$ cat src/rtl/hnf_rxrsp_lcrd_ctrl_if.sv
// RXRSP link-layer signal bundle between the RN-facing link and the HNF credit controller.
// The design side uses the slave modport; the environment side uses master.
interface hnf_rxrsp_lcrd_ctrl_if;
    logic       RXLINKACTIVEREQ;
    logic       RXLINKACTIVEACK;
    logic       RXRSPFLITV;
    logic [5:0] rxrsp_opcode;
    logic       RXRSPLCRDV;
    logic       posq_push;
    logic       posq_pop;
    logic [3:0] lcrd_outstanding;
    logic [3:0] posq_occ;
    logic       err_no_credit;

    modport slave (
        input  RXLINKACTIVEREQ,
        input  RXRSPFLITV,
        input  rxrsp_opcode,
        input  posq_pop,
        output RXLINKACTIVEACK,
        output RXRSPLCRDV,
        output posq_push,
        output lcrd_outstanding,
        output posq_occ,
        output err_no_credit
    );

    modport master (
        output RXLINKACTIVEREQ,
        output RXRSPFLITV,
        output rxrsp_opcode,
        output posq_pop,
        input  RXLINKACTIVEACK,
        input  RXRSPLCRDV,
        input  posq_push,
        input  lcrd_outstanding,
        input  posq_occ,
        input  err_no_credit
    );
endinterface

$ cat src/rtl/hnf_rxrsp_lcrd_ctrl.sv
// HNF RXRSP L-credit controller: link activation FSM, credit grant/consume accounting and
// posq occupancy tracking so that granted credits plus queued entries never exceed DEPTH.
module hnf_rxrsp_lcrd_ctrl #(
    parameter int unsigned DEPTH    = 4,
    parameter int unsigned MAX_LCRD = 15
) (
    input  logic                 clock,
    input  logic                 reset,
    hnf_rxrsp_lcrd_ctrl_if.slave rx
);

    localparam logic [4:0] DepthW   = 5'(DEPTH);
    localparam logic [4:0] MaxLcrdW = 5'(MAX_LCRD);

    typedef enum logic [1:0] {
        StStop,
        StActivate,
        StRun,
        StDeactivate
    } link_state_e;

    link_state_e state_q, state_d;
    logic        ack_q, ack_d;
    logic        lcrdv_q, lcrdv_d;
    logic [3:0]  lcrd_q, lcrd_d;
    logic [3:0]  occ_q, occ_d;
    logic        err_q, err_d;

    logic [4:0]  free;
    logic        grant;
    logic        consume;
    logic        push;
    logic        pop_ok;

    // lcrd + occ never exceeds DEPTH, so this cannot go negative.
    assign free    = DepthW - {1'b0, occ_q} - {1'b0, lcrd_q};
    assign grant   = (state_q == StRun) && (free != 5'd0) && ({1'b0, lcrd_q} < MaxLcrdW);
    assign consume = rx.RXRSPFLITV && (lcrd_q != 4'd0);
    // LCrdReturn (opcode 0) only hands a credit back; it carries nothing for the posq.
    assign push    = consume && (rx.rxrsp_opcode != 6'h00) && reset;
    assign pop_ok  = rx.posq_pop && (occ_q != 4'd0);

    always_comb begin
        state_d = state_q;
        unique case (state_q)
            StStop:       if (rx.RXLINKACTIVEREQ) state_d = StActivate;
            StActivate:   state_d = rx.RXLINKACTIVEREQ ? StRun : StStop;
            StRun:        if (!rx.RXLINKACTIVEREQ) state_d = StDeactivate;
            StDeactivate: if (lcrd_q == 4'd0) state_d = StStop;
            default:      state_d = StStop;
        endcase
        ack_d = (state_d == StRun) || (state_d == StDeactivate);
    end

    always_comb begin
        lcrdv_d = grant;
        lcrd_d  = lcrd_q;
        if (grant && !consume) begin
            lcrd_d = lcrd_q + 4'd1;
        end else if (!grant && consume) begin
            lcrd_d = lcrd_q - 4'd1;
        end
        occ_d = occ_q;
        if (push && !pop_ok) begin
            occ_d = occ_q + 4'd1;
        end else if (!push && pop_ok) begin
            occ_d = occ_q - 4'd1;
        end
        err_d = err_q || (rx.RXRSPFLITV && (lcrd_q == 4'd0));
    end

    always_ff @(posedge clock or negedge reset) begin
        if (!reset) begin
            state_q <= StStop;
            ack_q   <= 1'b0;
            lcrdv_q <= 1'b0;
            lcrd_q  <= 4'd0;
            occ_q   <= 4'd0;
            err_q   <= 1'b0;
        end else begin
            state_q <= state_d;
            ack_q   <= ack_d;
            lcrdv_q <= lcrdv_d;
            lcrd_q  <= lcrd_d;
            occ_q   <= occ_d;
            err_q   <= err_d;
        end
    end

    assign rx.RXLINKACTIVEACK  = ack_q;
    assign rx.RXRSPLCRDV       = lcrdv_q;
    assign rx.posq_push        = push;
    assign rx.lcrd_outstanding = lcrd_q;
    assign rx.posq_occ         = occ_q;
    assign rx.err_no_credit    = err_q;

endmodule

$ cat src/flat_wrapper.sv
// flat-port wrapper written by rule: the top's interface ports become plain ports
module hnf_rxrsp_lcrd_ctrl_flat 
#(
    parameter int unsigned DEPTH    = 4,
    parameter int unsigned MAX_LCRD = 15
)
  (clock, reset, rx_RXLINKACTIVEREQ, rx_RXRSPFLITV, rx_rxrsp_opcode, rx_posq_pop, rx_RXLINKACTIVEACK, rx_RXRSPLCRDV, rx_posq_push, rx_lcrd_outstanding, rx_posq_occ, rx_err_no_credit);
  hnf_rxrsp_lcrd_ctrl_if rx_i ();
  input  logic clock;
  input  logic reset;
  input wire logic [$bits(rx_i.RXLINKACTIVEREQ)-1:0] rx_RXLINKACTIVEREQ;
  input wire logic [$bits(rx_i.RXRSPFLITV)-1:0] rx_RXRSPFLITV;
  input wire logic [$bits(rx_i.rxrsp_opcode)-1:0] rx_rxrsp_opcode;
  input wire logic [$bits(rx_i.posq_pop)-1:0] rx_posq_pop;
  output wire logic [$bits(rx_i.RXLINKACTIVEACK)-1:0] rx_RXLINKACTIVEACK;
  output wire logic [$bits(rx_i.RXRSPLCRDV)-1:0] rx_RXRSPLCRDV;
  output wire logic [$bits(rx_i.posq_push)-1:0] rx_posq_push;
  output wire logic [$bits(rx_i.lcrd_outstanding)-1:0] rx_lcrd_outstanding;
  output wire logic [$bits(rx_i.posq_occ)-1:0] rx_posq_occ;
  output wire logic [$bits(rx_i.err_no_credit)-1:0] rx_err_no_credit;
  assign rx_i.RXLINKACTIVEREQ = rx_RXLINKACTIVEREQ;
  assign rx_i.RXRSPFLITV = rx_RXRSPFLITV;
  assign rx_i.rxrsp_opcode = rx_rxrsp_opcode;
  assign rx_i.posq_pop = rx_posq_pop;
  assign rx_RXLINKACTIVEACK = rx_i.RXLINKACTIVEACK;
  assign rx_RXRSPLCRDV = rx_i.RXRSPLCRDV;
  assign rx_posq_push = rx_i.posq_push;
  assign rx_lcrd_outstanding = rx_i.lcrd_outstanding;
  assign rx_posq_occ = rx_i.posq_occ;
  assign rx_err_no_credit = rx_i.err_no_credit;
  hnf_rxrsp_lcrd_ctrl #(.DEPTH(DEPTH), .MAX_LCRD(MAX_LCRD)) u_core (.clock(clock), .reset(reset), .rx(rx_i));
endmodule
$ cat config.mk
export PLATFORM = sky130hd
export DESIGN_NAME = hnf_rxrsp_lcrd_ctrl_flat
export DESIGN_NICKNAME = d
export VERILOG_FILES = /design/src/rtl/hnf_rxrsp_lcrd_ctrl_if.sv /design/src/rtl/hnf_rxrsp_lcrd_ctrl.sv /design/src/flat_wrapper.sv
export SDC_FILE = /design/constraint.sdc
export NUM_CORES = 1
export LEC_CHECK = 0
export CAP_MARGIN = 10
export CELL_PAD_IN_SITES_DETAIL_PLACEMENT = 0
export CELL_PAD_IN_SITES_GLOBAL_PLACEMENT = 1
export CORE_MARGIN = 8
export CORE_UTILIZATION = 50
export CTS_CLUSTER_SIZE = 20
export DETAILED_ROUTE_END_ITERATION = 12
export DONT_BUFFER_PORTS = 1
export PLACE_DENSITY = 0.9
export REMOVE_ABC_BUFFERS = 1
export SLEW_MARGIN = 20
export SYNTH_ARGS = -nofsm -noshare
export SYNTH_HDL_FRONTEND = slang
export SYNTH_SLANG_ARGS = --single-unit
$ cat constraint.sdc
create_clock -name clock -period 11.05 [get_ports clock]
set_clock_uncertainty 0.1 [all_clocks]
set_input_delay 3.315 -clock clock [delete_from_list [all_inputs] [get_ports clock]]
set_output_delay 3.315 -clock clock [all_outputs]
set_load 0.005 [all_outputs]
# After elaboration in Yosys (flattened, before gate mapping)
# Index checks and enable logic that the tools add are counted.
# totals
register_bits	13
input_bits	11
output_inout_bits	12
word_cells	52
# op_classes
n_addsub	6
order_cmp	1
eq_ne	5
muxes	9
reduce_logical	25
# op_table
op	count
4-bit two-way mux	4
1-bit logical AND	11
4-bit by 1-bit adder with 4-bit output (second input constant)	2
2-bit == test (second input constant)	4
2-bit two-way mux	4
2-bit case mux with 4 select lines	1
4-bit nonzero test	2
4-bit by 1-bit subtractor with 4-bit output (second input constant)	2
6-bit nonzero test	1
5-bit nonzero test	1
3-bit by 4-bit subtractor with 5-bit output (first input constant)	1
5-bit by 4-bit subtractor with 5-bit output	1
1-bit logical NOT	4
4-bit logical NOT	1
4-bit < comparator (second input constant)	1
2-bit nonzero test	2
2-bit by 1-bit == test with 1-bit output (second input constant)	1
2-bit logical NOT	1
1-bit logical OR	2

# Logic depth before layout (Yosys ltp)
# logic_depth
word_depth	9
depth_mapped	13
ltp_nobuf	13

# Least setup slack after synthesis
# No wires, ideal clock.
# synth_path
path_kind	input to output
from	in rx_rxrsp_opcode[3]
to	out rx_posq_push
arrival_ns	4.036
t_required_ns	7.635
slack_ns	3.599
stages	3
n_path_buf	0
path_cell_list	or4_1 -> nor3_1 -> nor3b_1
# synth_via
elab_chain_cells	3
# synth_lines
item	line	source
from (decl)	flat_wrapper.sv:13	input wire logic [$bits(rx_i.rxrsp_opcode)-1:0] rx_rxrsp_opcode;
6-bit nonzero test	hnf_rxrsp_lcrd_ctrl.sv:40	assign push = consume && (rx.rxrsp_opcode != 6'h00) && reset;
1-bit logical AND (2 in a row)	hnf_rxrsp_lcrd_ctrl.sv:40	
to (decl)	flat_wrapper.sv:17	output wire logic [$bits(rx_i.posq_push)-1:0] rx_posq_push;
# Every way passes these cells.

# Final worst setup path
# Same ends and word-level chain as after synthesis.

==> impl_metrics.env <==
export IMPL_outcome="completed"
export IMPL_slowest_stage="or4_1"
export IMPL_clock_latency_ns=0.27
export IMPL_dp_hpwl_um=1610
export IMPL_cp_start_kind="input port"
export IMPL_cp_data_required_time_ns=7.64
export IMPL_maxSlewViolCount=0
export IMPL_path_class="input port to primary output"
export IMPL_tightestPinTransition_ns=0.501
export IMPL_cts_sinks=13
export IMPL_combinationalPowerShare_pct=61.8
export IMPL_power_leakage_nw=0.430
export IMPL_hold_viol=0
export IMPL_drive_gt1_share_pct=6.86
export IMPL_cts_tree="yes"
export IMPL_placed_cells=125
export IMPL_firstDrtPassIters=3
export IMPL_max_freq_mhz=133
export IMPL_viasPerCell=5.95
export IMPL_synth_cells=100
export IMPL_mostFrequentLayoutCells="13 x ha_1, 13 x dfrtp_1, 10 x inv_1, 6 x a21oi_1"
export IMPL_p_sw_share_pct=47.7
export IMPL_cp_max_fo=2
export IMPL_rows=16
export IMPL_slew_headroom_pct=66.3
export IMPL_slowest_delay_ns=0.50
export IMPL_die_area_mm2=0.00372
export IMPL_yosysSeqAreaShare_pct=32.2
export IMPL_path_delay_family="simple AND/OR/NAND/NOR gates"
export IMPL_final_util_pct=54.6
export IMPL_die_w_um=61.0
export IMPL_root_buffer="clkbuf_4"
export IMPL_place_gp_congestion=0.782
export IMPL_syn_to_final_growth_pct=4.95
export IMPL_cts_setup_buffers=0
export IMPL_boundaryPins=23
export IMPL_drc=0
export IMPL_clkTransAtPathRegs_ns=0.07
export IMPL_diodes=0
export IMPL_gr_usage_all_layers_pct=12.0
export IMPL_numCtsBuffers=3
export IMPL_via_count=767
export IMPL_routedWlPerCell_um=15.4
export IMPL_switchingPower_w=0.000180
export IMPL_synth_seq_cells=13
export IMPL_design_area_mm2=0.00106
export IMPL_fp_coreArea_mm2=0.00194
export IMPL_fin_tns_setup_ns=0
export IMPL_place_area_mm2=0.00103
export IMPL_htree_levels=1
export IMPL_setup_viol=0
export IMPL_ys_warn_count=0
export IMPL_synth_top_cell_area_share_pct=32.2
export IMPL_ir_worst_vdd_uv=160
export IMPL_fin_crit_sh_pct=68.1
export IMPL_avgSynthCellArea_um2=10.1
export IMPL_start_util_pct=52.1
export IMPL_crit_path_end_kind="primary output"
export IMPL_clockPowerShare_pct=7.4
export IMPL_ctsHoldBuffers=0
export IMPL_grt_max_degree=15
export IMPL_grt_remaining_overflow=0
export IMPL_grt_pass1_vias=725
export IMPL_antenna_left=0
export IMPL_hold_class="flip-flop to flip-flop"
export IMPL_arrival_ns=4.10
export IMPL_synth_distinct_cells=31
export IMPL_fin_crit_ns=7.52
export IMPL_grt_pass1_wl_um=3350
export IMPL_drv_cap=0
export IMPL_stdcell_count=129
export IMPL_p_seq_share_pct=30.8
export IMPL_path_cells="or4_1 -> nor3_1 -> nor3b_1"
export IMPL_rsz0062_at_grt="no"
export IMPL_timing_critical_path_buf_inv=0
export IMPL_synth_top_area_cell="dfrtp_1"
export IMPL_port_buffers=0
export IMPL_antenna_found_initial=0
export IMPL_whs_ns=0.387
export IMPL_clockBufferDepth=2
export IMPL_nNetsFinal=130
export IMPL_routed_wirelength_um=1990
export IMPL_p_per_area_mw_per_mm2=355
export IMPL_netlist_area_mm2=0.00101
export IMPL_p_int_w=0.000197
export IMPL_cts_resized=0
export IMPL_fp_dieH_um=61.0
export IMPL_drtIter0Drc=7
export IMPL_synthTopCellsByArea="dfrtp_1 32%, ha_1 16%, fa_1 5.9%"
per-stage QoR:
| step | total power [W] | setup WS, ns |
|---|---|---|
| 5_1_grt | 0.000420 | 3.50 |
| 6_report | 0.000377 | 3.53 |
| 4_1_cts | 0.000384 | 3.52 |
| 3_5_place_dp | 0.000354 | 3.53 |
| 2_1_floorplan | 0.000299 | 3.60 |
| 3_3_place_gp | 0.000342 | 3.58 |
sequential cells by signal, indices dropped and copies added (netlist names):
register / flops
u_core.rx.lcrd_outstanding: 4
u_core.state_q: 2
u_core.rx.err_no_credit: 1
u_core.rx.RXRSPLCRDV: 1
u_core.rx.posq_occ: 4
u_core.rx.RXLINKACTIVEACK: 1
synth_stat cells:
cell type / n
dfrtp_1: 13
o22ai_1: 1
a2111o_1: 2
nand2b_1: 1
mux2i_1: 2
o21ai_0: 2
a31oi_1: 2
nand2_1: 5
buf_2: 2
o41ai_1: 1
fa_1: 3
or3_1: 2
nor4_2: 1
xnor2_1: 5
a21oi_1: 6
and4b_1: 1
o211ai_1: 4
a211oi_2: 1
or4b_1: 1
inv_1: 10
nand3_1: 5
ha_1: 13
xor2_1: 1
a21o_1: 1
nand4_1: 1
or4_1: 3
nor3b_1: 1
nand3b_1: 3
mux2_2: 2
nor3_1: 4
nor4_1: 1
layout make-up:
class,count,area [um2]
fillers,190,881
multi-input cells,75,638
flip-flops and latches,13,325
inverters,10,37.5
well taps,27,33.8
clock buffers,4,26.3
layer usage:
metal  part of all wire (%)  up-vias  GRT usage, %
met5                      0        -             0
met4                    1.9        0          6.98
met3                    1.9        5          1.27
met2                     52        6          20.2
met1                     44      376          14.3
li1                       -      380             -
power by group through the flow:
stage / Sequential (W) / Combinational, W / Clock, W
after floorplan: 0.000104 / 0.000195 / 0
after global placement: 0.000118 / 0.000224 / 0
after detailed placement: 0.000118 / 0.000236 / 0
after CTS: 0.000117 / 0.000237 / 0.0000296
after global routing: 0.000121 / 0.000268 / 0.0000314
final: 0.000116 / 0.000233 / 0.0000280
logic make-up (layout without fill, tap and decap cells):
logic type,after synthesis,in the layout,share of synthesized area (%)
adder cells (fa/ha/maj),16,16,22.0
XOR/XNOR,6,6,5.20
flip-flops,13,13,32.2
AO/OA/AOI/OAI,20,20,13.9
multiplexers,4,4,4.21
AND/OR/NAND/NOR,29,29,17.8
buffers and inverters,12,14,4.70
worst paths after layout:
path,to,slack [ns],start,cells after the start
max,rx_posq_push,3.53,rx_rxrsp_opcode[3],3
min,u_core.rx.err_no_credit,0.39,u_core.rx.err_no_credit,1
max reg2reg,u_core.rx.lcrd_outstanding[3],6.91,u_core.rx.lcrd_outstanding[1],13
min reg2reg,u_core.rx.err_no_credit,0.39,u_core.rx.err_no_credit,1
max in group asynchronous,u_core.rx.RXRSPLCRDV,8.15,reset,0
min in group asynchronous,u_core.rx.posq_occ[3],2.63,reset,0
Note: power is estimated with default switching activity, not from simulation.
